$ cat src/rtl/usb_ctl_pkg.sv
// -----------------------------------------------------------------------------
// usb_ctl_pkg
// Shared definitions for the USB control-request router: router state
// encoding, bmRequestType[6:5] request-type codes, common widths and the
// port-eligibility rule used when offering a setup request to the functions.
// Ports: none (package).
// -----------------------------------------------------------------------------
package usb_ctl_pkg;

    typedef enum logic [1:0] {
        ST_IDLE   = 2'd0,
        ST_OFFER  = 2'd1,
        ST_ACTIVE = 2'd2,
        ST_STALL  = 2'd3
    } ctl_state_e;

    // bmRequestType[6:5] codes
    localparam logic [1:0] REQ_STD    = 2'd0;
    localparam logic [1:0] REQ_CLASS  = 2'd1;
    localparam logic [1:0] REQ_VENDOR = 2'd2;

    localparam int SEL_W = 3;
    localparam int CNT_W = 16;

    // Port 0 owns standard requests; everything else goes to ports 1..N-1.
    // A single-function router has nowhere else to send anything.
    function automatic logic port_eligible(input logic [1:0] req_type,
                                           input int         port,
                                           input int         num_funcs);
        logic elig;
        if (num_funcs == 1) begin
            elig = 1'b1;
        end else if (req_type == REQ_STD) begin
            elig = (port == 0);
        end else begin
            elig = (port != 0);
        end
        return elig;
    endfunction

endpackage

$ cat src/rtl/usb_prio_enc.sv
// -----------------------------------------------------------------------------
// usb_prio_enc
// Lowest-index priority encoder.
// Ports:
//   req_vec [WIDTH] in  - request vector
//   hit         out     - at least one request bit set
//   idx  [SEL_W] out    - index of the lowest set bit (0 when none)
// -----------------------------------------------------------------------------
module usb_prio_enc
    import usb_ctl_pkg::*;
#(
    parameter int WIDTH = 2
) (
    input  logic [WIDTH-1:0] req_vec,
    output logic             hit,
    output logic [SEL_W-1:0] idx
);

    // Scan from the top down so the lowest set bit is the last one written.
    always_comb begin
        idx = {SEL_W{1'b0}};
        for (int i = WIDTH - 1; i >= 0; i--) begin
            idx = req_vec[i] ? SEL_W'(i) : idx;
        end
    end

    assign hit = |req_vec;

endmodule

$ cat src/rtl/usb_ctl_router.sv
// -----------------------------------------------------------------------------
// usb_ctl_router
// Routes a USB control transfer to one of NUM_FUNCS control functions.
// A setup request is offered to the eligible functions; the lowest-index
// eligible function that grants owns the transfer and its IN/OUT data streams
// are muxed to/from the transfer layer. No grant within TIMEOUT offer cycles
// stalls the request. Dropping ctl_req_i always returns to idle.
// Ports:
//   clock, reset_n                 - clock, async active-low reset
//   ctl_req_i, ctl_type_i          - setup request level and bmRequestType
//   ctl_gnt_o/done_o/stall_o       - transfer status to the transfer layer
//   ctl_tvalid_o/tlast_o/tdata_o,
//   ctl_tready_i                   - IN stream to the transfer layer
//   ctl_rvalid_i, ctl_rdata_i      - OUT stream from the transfer layer
//   fn_req_o, fn_gnt_i, fn_done_i  - per-function request handshake
//   fn_tvalid_i/tlast_i/tdata_i,
//   fn_tready_o                    - per-function IN streams
//   fn_rvalid_o, fn_rdata_o        - per-function OUT valid, broadcast data
//   sel_o                          - selected function while ctl_gnt_o is high
// -----------------------------------------------------------------------------
module usb_ctl_router
    import usb_ctl_pkg::*;
#(
    parameter int NUM_FUNCS = 2,
    parameter int TIMEOUT   = 1023
) (
    input  logic                   clock,
    input  logic                   reset_n,
    input  logic                   ctl_req_i,
    input  logic [7:0]             ctl_type_i,
    output logic                   ctl_gnt_o,
    output logic                   ctl_done_o,
    output logic                   ctl_stall_o,
    output logic                   ctl_tvalid_o,
    output logic                   ctl_tlast_o,
    output logic [7:0]             ctl_tdata_o,
    input  logic                   ctl_tready_i,
    input  logic                   ctl_rvalid_i,
    input  logic [7:0]             ctl_rdata_i,
    output logic [NUM_FUNCS-1:0]   fn_req_o,
    input  logic [NUM_FUNCS-1:0]   fn_gnt_i,
    input  logic [NUM_FUNCS-1:0]   fn_done_i,
    input  logic [NUM_FUNCS-1:0]   fn_tvalid_i,
    input  logic [NUM_FUNCS-1:0]   fn_tlast_i,
    input  logic [8*NUM_FUNCS-1:0] fn_tdata_i,
    output logic [NUM_FUNCS-1:0]   fn_tready_o,
    output logic [NUM_FUNCS-1:0]   fn_rvalid_o,
    output logic [7:0]             fn_rdata_o,
    output logic [SEL_W-1:0]       sel_o
);

    // Offer cycles are counted from 0, so the last allowed one is TIMEOUT-1.
    localparam logic [CNT_W-1:0] CNT_LAST = CNT_W'(TIMEOUT - 1);
    localparam logic [CNT_W-1:0] CNT_MAX  = {CNT_W{1'b1}};

    ctl_state_e           state_r;
    ctl_state_e           state_nxt_s;
    logic [1:0]           type_r;
    logic [CNT_W-1:0]     cnt_r;
    logic [SEL_W-1:0]     sel_r;
    logic [NUM_FUNCS-1:0] elig_s;
    logic [NUM_FUNCS-1:0] gnt_elig_s;
    logic [NUM_FUNCS-1:0] sel_onehot_s;
    logic                 gnt_hit_s;
    logic [SEL_W-1:0]     gnt_idx_s;
    logic                 timeout_hit_s;
    logic                 unused_type_s;

    // Only bmRequestType[6:5] steers routing.
    assign unused_type_s = ^{ctl_type_i[7], ctl_type_i[4:0]};

    // Eligible ports for the latched request type.
    always_comb begin
        elig_s = {NUM_FUNCS{1'b0}};
        for (int i = 0; i < NUM_FUNCS; i++) begin
            elig_s[i] = port_eligible(type_r, i, NUM_FUNCS);
        end
    end

    // Decode of the registered selection.
    always_comb begin
        sel_onehot_s = {NUM_FUNCS{1'b0}};
        for (int i = 0; i < NUM_FUNCS; i++) begin
            sel_onehot_s[i] = (SEL_W'(i) == sel_r);
        end
    end

    // Grants from ineligible ports are masked before arbitration.
    assign gnt_elig_s    = fn_gnt_i & elig_s;
    assign timeout_hit_s = (cnt_r >= CNT_LAST);

    usb_prio_enc #(
        .WIDTH (NUM_FUNCS)
    ) u_prio_enc (
        .req_vec (gnt_elig_s),
        .hit     (gnt_hit_s),
        .idx     (gnt_idx_s)
    );

    // Next-state logic; request withdrawal beats everything, grant beats timeout.
    always_comb begin
        state_nxt_s = state_r;
        case (state_r)
            ST_IDLE: begin
                if (ctl_req_i) begin
                    state_nxt_s = ST_OFFER;
                end else begin
                    state_nxt_s = ST_IDLE;
                end
            end
            ST_OFFER: begin
                if (!ctl_req_i) begin
                    state_nxt_s = ST_IDLE;
                end else if (gnt_hit_s) begin
                    state_nxt_s = ST_ACTIVE;
                end else if (timeout_hit_s) begin
                    state_nxt_s = ST_STALL;
                end else begin
                    state_nxt_s = ST_OFFER;
                end
            end
            ST_ACTIVE, ST_STALL: begin
                if (!ctl_req_i) begin
                    state_nxt_s = ST_IDLE;
                end else begin
                    state_nxt_s = state_r;
                end
            end
            default: state_nxt_s = ST_IDLE;
        endcase
    end

    // State register.
    always_ff @(posedge clock or negedge reset_n) begin
        if (!reset_n) begin
            state_r <= ST_IDLE;
        end else begin
            state_r <= state_nxt_s;
        end
    end

    // Request type latch, saturating offer counter and winner capture.
    always_ff @(posedge clock or negedge reset_n) begin
        if (!reset_n) begin
            type_r <= 2'd0;
            cnt_r  <= {CNT_W{1'b0}};
            sel_r  <= {SEL_W{1'b0}};
        end else begin
            case (state_r)
                ST_IDLE: begin
                    if (ctl_req_i) begin
                        type_r <= ctl_type_i[6:5];
                        cnt_r  <= {CNT_W{1'b0}};
                    end
                end
                ST_OFFER: begin
                    if (cnt_r != CNT_MAX) begin
                        cnt_r <= cnt_r + 16'd1;
                    end
                    if (ctl_req_i && gnt_hit_s) begin
                        sel_r <= gnt_idx_s;
                    end
                end
                default: begin
                    cnt_r <= cnt_r;
                end
            endcase
        end
    end

    // Output decode: all zero outside the states that drive them; the data
    // path through the selected function is combinational.
    always_comb begin
        ctl_gnt_o    = 1'b0;
        ctl_done_o   = 1'b0;
        ctl_stall_o  = 1'b0;
        ctl_tvalid_o = 1'b0;
        ctl_tlast_o  = 1'b0;
        ctl_tdata_o  = 8'h00;
        fn_req_o     = {NUM_FUNCS{1'b0}};
        fn_tready_o  = {NUM_FUNCS{1'b0}};
        fn_rvalid_o  = {NUM_FUNCS{1'b0}};
        sel_o        = {SEL_W{1'b0}};
        case (state_r)
            ST_OFFER: begin
                fn_req_o = elig_s;
            end
            ST_ACTIVE: begin
                ctl_gnt_o    = 1'b1;
                sel_o        = sel_r;
                fn_req_o     = sel_onehot_s;
                ctl_done_o   = |(fn_done_i & sel_onehot_s);
                ctl_tvalid_o = |(fn_tvalid_i & sel_onehot_s);
                ctl_tlast_o  = |(fn_tlast_i & sel_onehot_s);
                fn_tready_o  = sel_onehot_s & {NUM_FUNCS{ctl_tready_i}};
                fn_rvalid_o  = sel_onehot_s & {NUM_FUNCS{ctl_rvalid_i}};
                for (int i = 0; i < NUM_FUNCS; i++) begin
                    ctl_tdata_o = sel_onehot_s[i] ? fn_tdata_i[i*8 +: 8] : ctl_tdata_o;
                end
            end
            ST_STALL: begin
                ctl_stall_o = 1'b1;
                ctl_done_o  = 1'b1;
            end
            default: begin
                ctl_gnt_o = 1'b0;
            end
        endcase
    end

    assign fn_rdata_o = ctl_rdata_i;

endmodule

$ cat config.mk
export PLATFORM = sky130hd
export DESIGN_NAME = usb_ctl_router
export DESIGN_NICKNAME = d
export VERILOG_FILES = /design/src/rtl/usb_ctl_pkg.sv /design/src/rtl/usb_prio_enc.sv /design/src/rtl/usb_ctl_router.sv
export SDC_FILE = /design/constraint.sdc
export NUM_CORES = 1
export LEC_CHECK = 0
export CORE_ASPECT_RATIO = 1.2
export CORE_MARGIN = 2
export CORE_UTILIZATION = 38
export DETAILED_ROUTE_END_ITERATION = 16
export PLACE_DENSITY = 0.74
export SETUP_SLACK_MARGIN = 0.5
export SYNTH_ARGS = -nofsm -noshare
export SYNTH_HDL_FRONTEND = slang
export SYNTH_HIERARCHICAL = 1
export SYNTH_SLANG_ARGS = --single-unit
$ cat constraint.sdc
create_clock -name clock -period 3.7 [get_ports clock]
set_input_delay 0.37 -clock clock [delete_from_list [all_inputs] [get_ports clock]]
set_output_delay 0.37 -clock clock [all_outputs]
set_load 0.01 [all_outputs]
==> results of run 1 <==
cell usage after synthesis, drive strengths merged (2+ instances only):
master	number
nand4	5
nor2b	3
dfrtp	23
and4	2
nor2	11
o31ai	2
mux2i	5
a21oi	8
mux2	7
a41oi	3
ha	6
o21ai	5
a2111o	2
or4	4
and3	4
nor3	6
nor4	2
clkbuf	4
a22o	10
inv	7
nand2b	2
and2	7
o211ai	2
nand2	15
nand3	9
buf	11
worst max-delay path, delay by kind of cell, from the launching register on:
family,cells,cell delay (ps)
buffers and inverters,2,630
and+or+nand+nor,2,610
DFF,1,420
adders and majority gates,1,240
AOI/OAI and AO/OA,1,240
registers in the layout, indices dropped and copies added, names as in the netlist:
name / flops
state_r: 2
sel_r: 3
cnt_r: 16
type_r: 2
cells by family after synthesis:
family	count (synthesis)
DFF	23
AOI/OAI and AO/OA	42
adders and majority gates	6
muxes	12
buffers and inverters	22
other	1
and+or+nand+nor	74
layer usage:
metal / part of all wire / up-vias
li1: - / 754
met1: 0.41 / 715
met5: 0 / -
met2: 0.48 / 63
met3: 0.091 / 7
met4: 0.018 / 0
per-stage QoR:
| stage | total power, mW | utilization |
|---|---|---|
| final | 0.955 | 0.525 |
| after global placement | 0.793 | 0.514 |
| after floorplan | 0.652 | - |
| after global routing | 1.03 | 0.525 |
| after CTS | 0.966 | 0.525 |
| after detailed placement | 0.808 | 0.514 |
cell type report:
| cell class | instances | area, um^2 | area share |
|---|---|---|---|
| Clock buffer | 4 | 45.0 | 0.0204 |
| Tap cell | 56 | 70.1 | 0.0318 |
| Multi-Input combinational cell | 136 | 951 | 0.432 |
| Inverter | 7 | 26.3 | 0.0119 |
| Timing Repair Buffer | 54 | 536 | 0.243 |
| Sequential cell | 23 | 576 | 0.261 |
worst max path at each step:
stage	start	end	slack [ps]	depth (start not counted)
floorplan	state_r[0]	ctl_tdata_o[0]	1540	5
finish	state_r[0]	ctl_done_o	930	6
global route	state_r[0]	ctl_done_o	740	6
CTS	state_r[0]	ctl_done_o	900	6
detailed placement	state_r[0]	ctl_done_o	1200	6
global placement	state_r[0]	ctl_done_o	1210	6
power breakdown:
part / switching, mW / internal (mW) / total, mW / leakage (nW)
logic: 0.213 / 0.197 / 0.410 / 0.560
clock network: 0.0806 / 0.0770 / 0.158 / 0.0228
registers: 0.0763 / 0.311 / 0.387 / 0.307
==> key figures, run 1 <==
Critical path
  • CP arrival: 2400 ps
  • Crit. End Element: output pin
  • Reg-to-reg endpoint: cnt_r[1]
  • Reg2reg path depth: 6
  • Critical path class: flip-flop to output pin
  • Slowest CP cell: clkdlybuf4s50_1
  • FF-to-FF Start: state_r[1]
  • Crit Path Max Fanout: 12
  • CP cell instances: inv_1 -> ha_1 -> and2_1 -> and2_1 -> a221o_1 -> clkdlybuf4s50_1
  • Critical path's largest stage delay: 540 ps
  • CP most frequent cell: and2_1
  • WP data required: 3330 ps
  • Critical Path Start Type: flip-flop
  • R2R setup slack: 1390 ps

Power and ir drop
  • Static leakage: 0.890 nW
  • Maximum VDD drop: 0.308 mV
  • P per Cell Area: 433 nW/um^2

Timing
  • Final Max Slew Viols: 0
  • Setup_tns: 0 ps
  • Clock period minus worst slack: 2770 ps
  • Final Worst Setup Slack: 929 ps
  • Slew Limit Headroom: 0.337
  • Worst-margin pin slew: 992 ps
  • RSZ-0062 raised after global routing: no
  • Max frequency: 361 MHz
  • Period utilisation layout: 0.749
  • Clk_skew: 5.96 ps
  • Fin. Hold Viols: 0
  • Worst Hold Slack: 512 ps
  • Final setup viols: 0

Logic synthesis
  • Syn_area_per_cell: 9.11 um^2
  • Largest family of logic cells by synthesized area: simple AND/OR/NAND/NOR gates
  • XOR/XNOR share of the synthesized area: 0
  • Synth cell types: 45
  • #FFs+latches synth: 23
  • Seq/Total Area, Yosys: 0.351
  • Simple-gate share of the synthesized area: 0.250
  • Synth area leader: dfrtp_1
  • EDFF count, synth: 0
  • Post-synthesis mux area share: 0.0809
  • Yosys warns: 6
  • Top cell type's share of synthesized area: 0.351
  • Synth Instances: 180
  • Compound-Gate Fraction of Synth Area: 0.195
  • Mapped cell area: 1640 um^2
  • Async S/R FF share, synth: 1.00
  • Most used DFF post-synth: dfrtp_1
  • Area contributors post-synth: dfrtp_1, a22o_1, buf_4
  • Adder-Cell Fraction of Synth Area: 0.0458

CTS
  • Clock Path Buffers: 2
  • Postcts setup bufs: 0
  • PostCTS Resize Cnt: 0
  • CTS sink count: 23
  • Total CTS buffers: 3
  • H-tree levels: 1
  • CTS tree: done
  • Clk_lat worst skew: 270 ps
  • CTS clock-pin slew for the worst setup and hold paths: 80 ps
  • Post-cts hold buffer count: 0
  • Root buffer cell: clkbuf_8

Hold path
  • Min-Delay Endpoint: type_r[0]
  • Worst hold start: type_r[0]
  • Hold depth: 1
  • Worst min path class: flip-flop to flip-flop

Route
  • First-iteration detailed-routing DRC count: 56
  • Post-Route WL: 4040 um
  • WL/cell: 14.4 um
  • Vias per cell: 5.50
  • Antenna Violating Nets Remaining: 0
  • Vias: 1539
  • Detailed-route DRC error count: 0
  • First drt pass iteration count: 4

Final layout
  • Area Overhead vs Synth: 34.4%
  • N_diodes: 0
  • Layout cells sized above 1: 0.0714
  • Commonest cells after routing, fill and taps aside: clkdlybuf4s50_1, dfrtp_1, nand2_1, nor2_1, a22o_1
  • Fill cells: 386
  • Final Cell Area: 2200 um^2
  • Nets@finish: 276
  • Non-Filler Instances: 280
  • Most common cell after layout, fill and taps aside: clkdlybuf4s50_1

Die
  • I/O Pins: 75
  • DIE WIDTH: 64.0 um
  • Rows: 26
  • Starting Density: 0.391
  • Die area: 4860 um^2
  • Core area: 4200 um^2
  • Die height: 75.9 um

GRT
  • Global route overflow: 0
  • Met2 GRT Util: 0.289
  • Met3 usage: 0.0371
  • Largest net degree at the start of global routing: 24
  • Total track usage: 0.172
  • First-pass GRT wire length: 6640 um
  • Vias in the first global route: 1453
  • Global route hottest layer: met2
  • Met1 Resource Use GR: 0.208
  • Initial antenna violation count: 0

Placed design
  • Detail Placement HPWL: 3120 um
  • Port bufs: 52
  • Placed cells: 276
  • Routability cong.: 0.830
  • DP Area: 2160 um^2
  • Setup Slack @ Placement: 1200 ps

Status
  • Status: complete, no violations

Run
  • Max-cap viol count: 0
Power figures use the tool's default switching activity.
==> inputs of run 2 (changes only) <==
- clock period: 3.7 -> 2.55 ns (I/O delays scaled with it)
==> run 2 against run 1 <==
  * Setup slack worse by 500 ps
  * Critical endpoint is now ctl_tlast_o
  * Global-route usage is 2.3 points higher
  * Sequential cell count stayed put
  * Wire length is 13% higher
  * Die area stayed put
  * Clock-buffer cell count stayed put
  * Design area is 8.4% higher
==> key figures, run 2 (synthesis results as in run 1) <==
Hold path
  • Worst min path class: input pin to asynchronous set/reset pin

Placed design
  • Detail Placement HPWL: 3170 um (+1.6%)
  • DP Area: 2190 um^2 (+1.4%)
  • Placed cells: 280 (+1.4%)
  • Port bufs: 52 (unchanged)
  • Routability cong.: 0.788 (-5.1%)

Timing
  • Setup_tns: 0 ps (unchanged)
  • Final setup viols: 0 (unchanged)
  • Period utilisation layout: 0.830
  • Clk_skew: 3.38 ps (-2.58 ps)
  • Final Max Slew Viols: 0 (unchanged)
  • Fin. Hold Viols: 0 (unchanged)
  • RSZ-0062 raised after global routing: yes
  • Max frequency: 472 MHz
  • Clock period minus worst slack: 2120 ps

Final layout
  • Registers with the most flip-flops: cnt_r: 16 flops, sel_r: 3 flops
  • Most common cell after layout, fill and taps aside: clkdlybuf4s50_1
  • N_diodes: 0 (unchanged)
  • Non-Filler Instances: 301 (+7.5%)
  • Max reg flops: 16 (unchanged)
  • Nets@finish: 297 (+7.6%)
  • Biggest register: cnt_r
  • Commonest cells after routing, fill and taps aside: clkdlybuf4s50_1, dfrtp_1, nand2_1, buf_4, buf_2
  • Core Util, Final: 0.569 (+0.0441)
  • Final Cell Area: 2390 um^2 (+8.4%)
  • Area Overhead vs Synth: 45.7%
  • Layout cells sized above 1: 0.253 (+0.182)

Critical path
  • CP arrival: 1860 ps (-540 ps)
  • R2R setup slack: 560 ps (-830 ps)
  • CP most frequent cell: buf_6
  • FF-to-FF Start: type_r[1]
  • Reg2reg path depth: 7 (+1)
  • Crit. End Element: output pin
  • Slowest CP cell: dfrtp_1
  • Critical Path Start Type: flip-flop
  • CP Depth: 8 (+2)
  • Critical path's largest stage delay: 440 ps (-100 ps)
  • CP cell instances: ha_4 -> buf_6 -> nor4b_4 -> buf_4 -> buf_6 -> buf_6 -> a22o_1 -> buf_2
  • Worst Setup SP: state_r[1]
  • Reg-to-reg endpoint: state_r[1]
  • Crit Path Max Fanout: 3 (-9)
  • Critical path buffer and inverter count: 5 (+3)
  • WP data required: 2300 ps (-1030 ps)
  • CP top delay family: buffers and inverters
  • Critical path class: flip-flop to output pin

Run
  • Max-cap viol count: 0 (unchanged)

CTS
  • CTS tree: done
  • Clk_lat worst skew: 270 ps (about the same)
  • Root buffer cell: clkbuf_8
  • Total CTS buffers: 3 (unchanged)
  • Clock Path Buffers: 2 (unchanged)
  • H-tree levels: 1 (unchanged)
  • CTS sink count: 23 (unchanged)
  • CTS clock-pin slew for the worst setup and hold paths: 80 ps (about the same)

Power and ir drop
  • Reg power frac: 0.378 (-0.027)
  • Net Sw Frac: 0.388 (+0.00106)
  • Internal power: 0.941 mW (+61%)
  • Clk pwr share: 0.151 (-0.014)
  • PnR Total Power: 1.54 mW (+61%)
  • Logic pwr share: 0.471 (+0.042)
  • P_sw: 0.597 mW (+61%)
  • P per Cell Area: 644 nW/um^2 (+49%)
  • Static leakage: 1.06 nW (+19%)
  • Maximum VDD drop: 0.367 mV (+19%)

Die
  • DIE WIDTH: 64.0 um (unchanged)
  • Starting Density: 0.391 (unchanged)
  • I/O Pins: 75 (unchanged)
  • Rows: 26 (unchanged)
  • Die height: 75.9 um (unchanged)
  • Core area: 4200 um^2 (unchanged)
  • Die area: 4860 um^2 (unchanged)

Route
  • First-iteration detailed-routing DRC count: 45 (-20%)
  • Vias: 1623 (+5.5%)
  • First drt pass iteration count: 4 (unchanged)
  • Post-Route WL: 4570 um (+13%)
  • Antenna Violating Nets Remaining: 0 (unchanged)
  • Detailed-route DRC error count: 0 (unchanged)
  • WL/cell: 15.2 um (+5.3%)
  • Vias per cell: 5.39 (-1.9%)

GRT
  • Largest net degree at the start of global routing: 24 (unchanged)
  • First-pass GRT wire length: 7640 um (+15%)
  • Initial antenna violation count: 0 (unchanged)
  • Global route overflow: 0 (unchanged)
  • Vias in the first global route: 1625 (+12%)
  • Total track usage: 0.195 (+0.0233)

Status
  • Status: complete, no violations
run 2: worst max-delay path by stage:
stage | endpoint | slack [ps]
3_5_place_dp | ctl_done_o | 250
3_3_place_gp | ctl_done_o | 290
4_1_cts | ctl_done_o | 450
6_report | ctl_tlast_o | 430
2_1_floorplan | ctl_tdata_o[0] | 510
5_1_grt | ctl_tlast_o | 390
run 2: layout make-up:
class / instances / area, um^2
clock buffers: 4 / 45.0
flip-flops and latches: 23 / 577
fillers: 381 / 1810
repair buffers: 75 / 666
inverters: 7 / 26.3
multi-input cells: 136 / 1000
well taps: 56 / 70.1
run 2: timing repair:
action,4_1_cts,5_1_grt
endpoints found under the setup margin,23,24
gates cloned,1,0
setup buffers,13,3
pin swaps,8,4
hold buffers,0,0
resized for setup,75,10
run 2: worst reg2reg max path: cells and delay by family (launching register included):
kind / cells / cell delay (ps)
and+or+nand+nor: 5 / 1110
AOI/OAI and AO/OA: 2 / 370
DFF: 1 / 410
run 2: per-stage QoR:
step                      hold slack (ps)  setup slack (ps)
after floorplan                     -40.6               508
after global placement                490               285
after detailed placement              494               255
after CTS                             355               448
after global routing                  381               390
final                                 345               433
run 2: per-layer routing:
metal	GRT usage	vias up	share of wire
met3	0.0386	9	0.075
met4	0.0717	0	0.020
li1	-	795	-
met2	0.350	56	0.51
met1	0.223	763	0.40
met5	0	-	0
run 2: power by group through the flow:
stage	Clock [mW]	Sequential, mW	Combinational, mW
after floorplan	0	0.537	0.410
after global placement	0	0.564	0.610
after detailed placement	0	0.572	0.622
after CTS	0.240	0.578	0.690
after global routing	0.252	0.595	0.801
final	0.233	0.581	0.724
==> inputs of run 3 (changes only) <==
- PLACE_DENSITY: 0.74 -> 0.77
- clock period: 2.55 -> 1.7 ns (I/O delays scaled with it)
==> run 3 against run 2 <==
  * The flow now finishes with violations (setup timing)
  * Via count grew 16%
  * Total power up 110%
  * Core utilization rose by 16 points
  * First-iteration DRC count rose by 27%
  * Critical path depth shrank 2
  * Clock skew increased by 2.3 ps
  * Clock power rose by 52%
  * Combinational power rose to 2.8 times the previous value
  * Sequential share of layout area is 5.4 points lower
  * Wire length rose by 30%
  * Critical path type unchanged
  * Largest power group unchanged
==> key figures, run 3 (synthesis results as in run 1) <==
Status
  • Status: complete, but fails checks
  • Failing checks: setup timing

Placed design
  • Setup Slack @ Placement: -307 ps (-561 ps)
  • DP Area: 2610 um^2 (+19%)
  • Routability cong.: 0.833 (+5.7%)
  • Placed cells: 307 (+9.6%)
  • Detail Placement HPWL: 3720 um (+17%)
  • Port bufs: 52 (unchanged)

GRT
  • Largest net degree at the start of global routing: 24 (unchanged)
  • Global route overflow: 0 (unchanged)
  • First-pass GRT wire length: 8510 um (+11%)
  • Initial antenna violation count: 0 (unchanged)
  • Total track usage: 0.220 (+0.0256)
  • Vias in the first global route: 1899 (+17%)

Timing
  • Final Worst Setup Slack: -325 ps (-758 ps)
  • RSZ-0062 raised after global routing: yes
  • Max frequency: 494 MHz
  • Clock period minus worst slack: 2020 ps
  • Fin. Hold Viols: 0 (unchanged)
  • Final Max Slew Viols: 0 (unchanged)
  • Period utilisation layout: 1.19
  • Final setup viols: 32 (+32)
  • Clk_skew: 5.71 ps (+2.33 ps)

Route
  • Post-Route WL: 5930 um (+30%)
  • WL/cell: 17.5 um (+15%)
  • Vias: 1888 (+16%)
  • Vias per cell: 5.57 (+3.3%)
  • First-iteration detailed-routing DRC count: 57 (+27%)
  • Detailed-route DRC error count: 0 (unchanged)
  • Antenna Violating Nets Remaining: 0 (unchanged)
  • First drt pass iteration count: 4 (unchanged)

Critical path
  • Worst Setup SP: state_r[1]
  • R2R setup slack: -270 ps (-830 ps)
  • Crit. End Element: output pin
  • FF-to-FF Start: type_r[0]
  • Critical path class: flip-flop to output pin
  • CP arrival: 1850 ps (about the same)
  • Reg2reg path depth: 7 (unchanged)
  • Critical path's largest stage delay: 420 ps (-20 ps)
  • CP cell instances: ha_4 -> nor4b_4 -> bufbuf_16 -> buf_6 -> a221o_1 -> buf_2
  • Slowest CP cell: dfrtp_1
  • Critical path buffer and inverter count: 3 (-2)
  • CP top delay family: buffers and inverters
  • Crit Path Max Fanout: 4 (+1)
  • Critical Path Start Type: flip-flop
  • Reg-to-reg endpoint: state_r[1]
  • WP data required: 1530 ps (-770 ps)

Final layout
  • Non-Filler Instances: 339 (+13%)
  • Max reg flops: 16 (unchanged)
  • Registers with the most flip-flops: cnt_r: 16 flops, sel_r: 3 flops
  • N_diodes: 0 (unchanged)
  • Nets@finish: 335 (+13%)
  • Most common cell after layout, fill and taps aside: buf_4
  • Fill cells: 268 (-30%)
  • Biggest register: cnt_r
  • Layout cells sized above 1: 0.516 (+0.263)
  • Area Overhead vs Synth: 87.8%
  • Commonest cells after routing, fill and taps aside: buf_4, clkdlybuf4s50_1, buf_6, dfrtp_1, buf_2
  • Final Cell Area: 3080 um^2 (+29%)

Die
  • I/O Pins: 75 (unchanged)
  • Die area: 4860 um^2 (unchanged)
  • Starting Density: 0.391 (unchanged)
  • DIE WIDTH: 64.0 um (unchanged)
  • Rows: 26 (unchanged)
  • Core area: 4200 um^2 (unchanged)
  • Die height: 75.9 um (unchanged)

CTS
  • Post-cts hold buffer count: 0 (unchanged)
  • Root buffer cell: clkbuf_8
  • Clk_lat worst skew: 270 ps (about the same)
  • CTS clock-pin slew for the worst setup and hold paths: 90 ps (about the same)
  • Clock Path Buffers: 2 (unchanged)
  • Total CTS buffers: 3 (unchanged)
  • CTS sink count: 23 (unchanged)
  • H-tree levels: 1 (unchanged)
  • CTS tree: done

Power and ir drop
  • Static leakage: 1.35 nW (+28%)
  • P per Cell Area: 1050 nW/um^2 (+62%)
  • Maximum VDD drop: 0.653 mV (+78%)

Hold path
  • Worst min path class: input pin to asynchronous set/reset pin

Run
  • Max-cap viol count: 0 (unchanged)
## run 3: routing by layer
layer  share of wire  GRT usage  vias up
li1                -          -      874
met1            0.35      0.216      929
met2            0.56      0.432       69
met3           0.068     0.0430       16
met4           0.023     0.0913        0
met5               0          0        -
## run 3: worst max-delay path by stage
stage,to,depth (start not counted)
finish,ctl_done_o,6
global route,fn_req_o[0],8
CTS,ctl_done_o,6
detailed placement,state_r[1],7
global placement,state_r[1],7
floorplan,state_r[1],7
## run 3: timing repair
action | CTS | global route
setup endpoints to repair | 45 | 45
buffers inserted | 19 | 7
pin swaps | 18 | 12
gates cloned | 1 | 1
resized for setup | 129 | 20
hold endpoints to repair | 0 | 0
## run 3: power by group
group	switching (mW)	internal, mW
logic	0.870	1.14
registers	0.172	0.681
clock network	0.187	0.168
## run 3: area by class of cell
| type | count | area (um^2) | area share |
|---|---|---|---|
| clock buffer | 4 | 45.0 | 0.0146 |
| inverter | 7 | 31.3 | 0.0102 |
| multi-input combinational | 136 | 1270 | 0.412 |
| sequential | 23 | 578 | 0.188 |
| tap | 56 | 70.1 | 0.0228 |
| timing repair buffer | 113 | 1080 | 0.352 |
## run 3: through the flow
| stage | util | hold slack [ps] | TNS (ps) | power, mW |
|---|---|---|---|---|
| floorplan | - | -126 | -69.8 | 1.68 |
| finish | 0.733 | 242 | -6350 | 3.22 |
| global route | 0.733 | 280 | -8390 | 3.38 |
| detailed placement | 0.623 | 340 | -3940 | 2.27 |
| CTS | 0.699 | 264 | -4260 | 2.95 |
| global placement | 0.623 | 340 | -3480 | 2.23 |
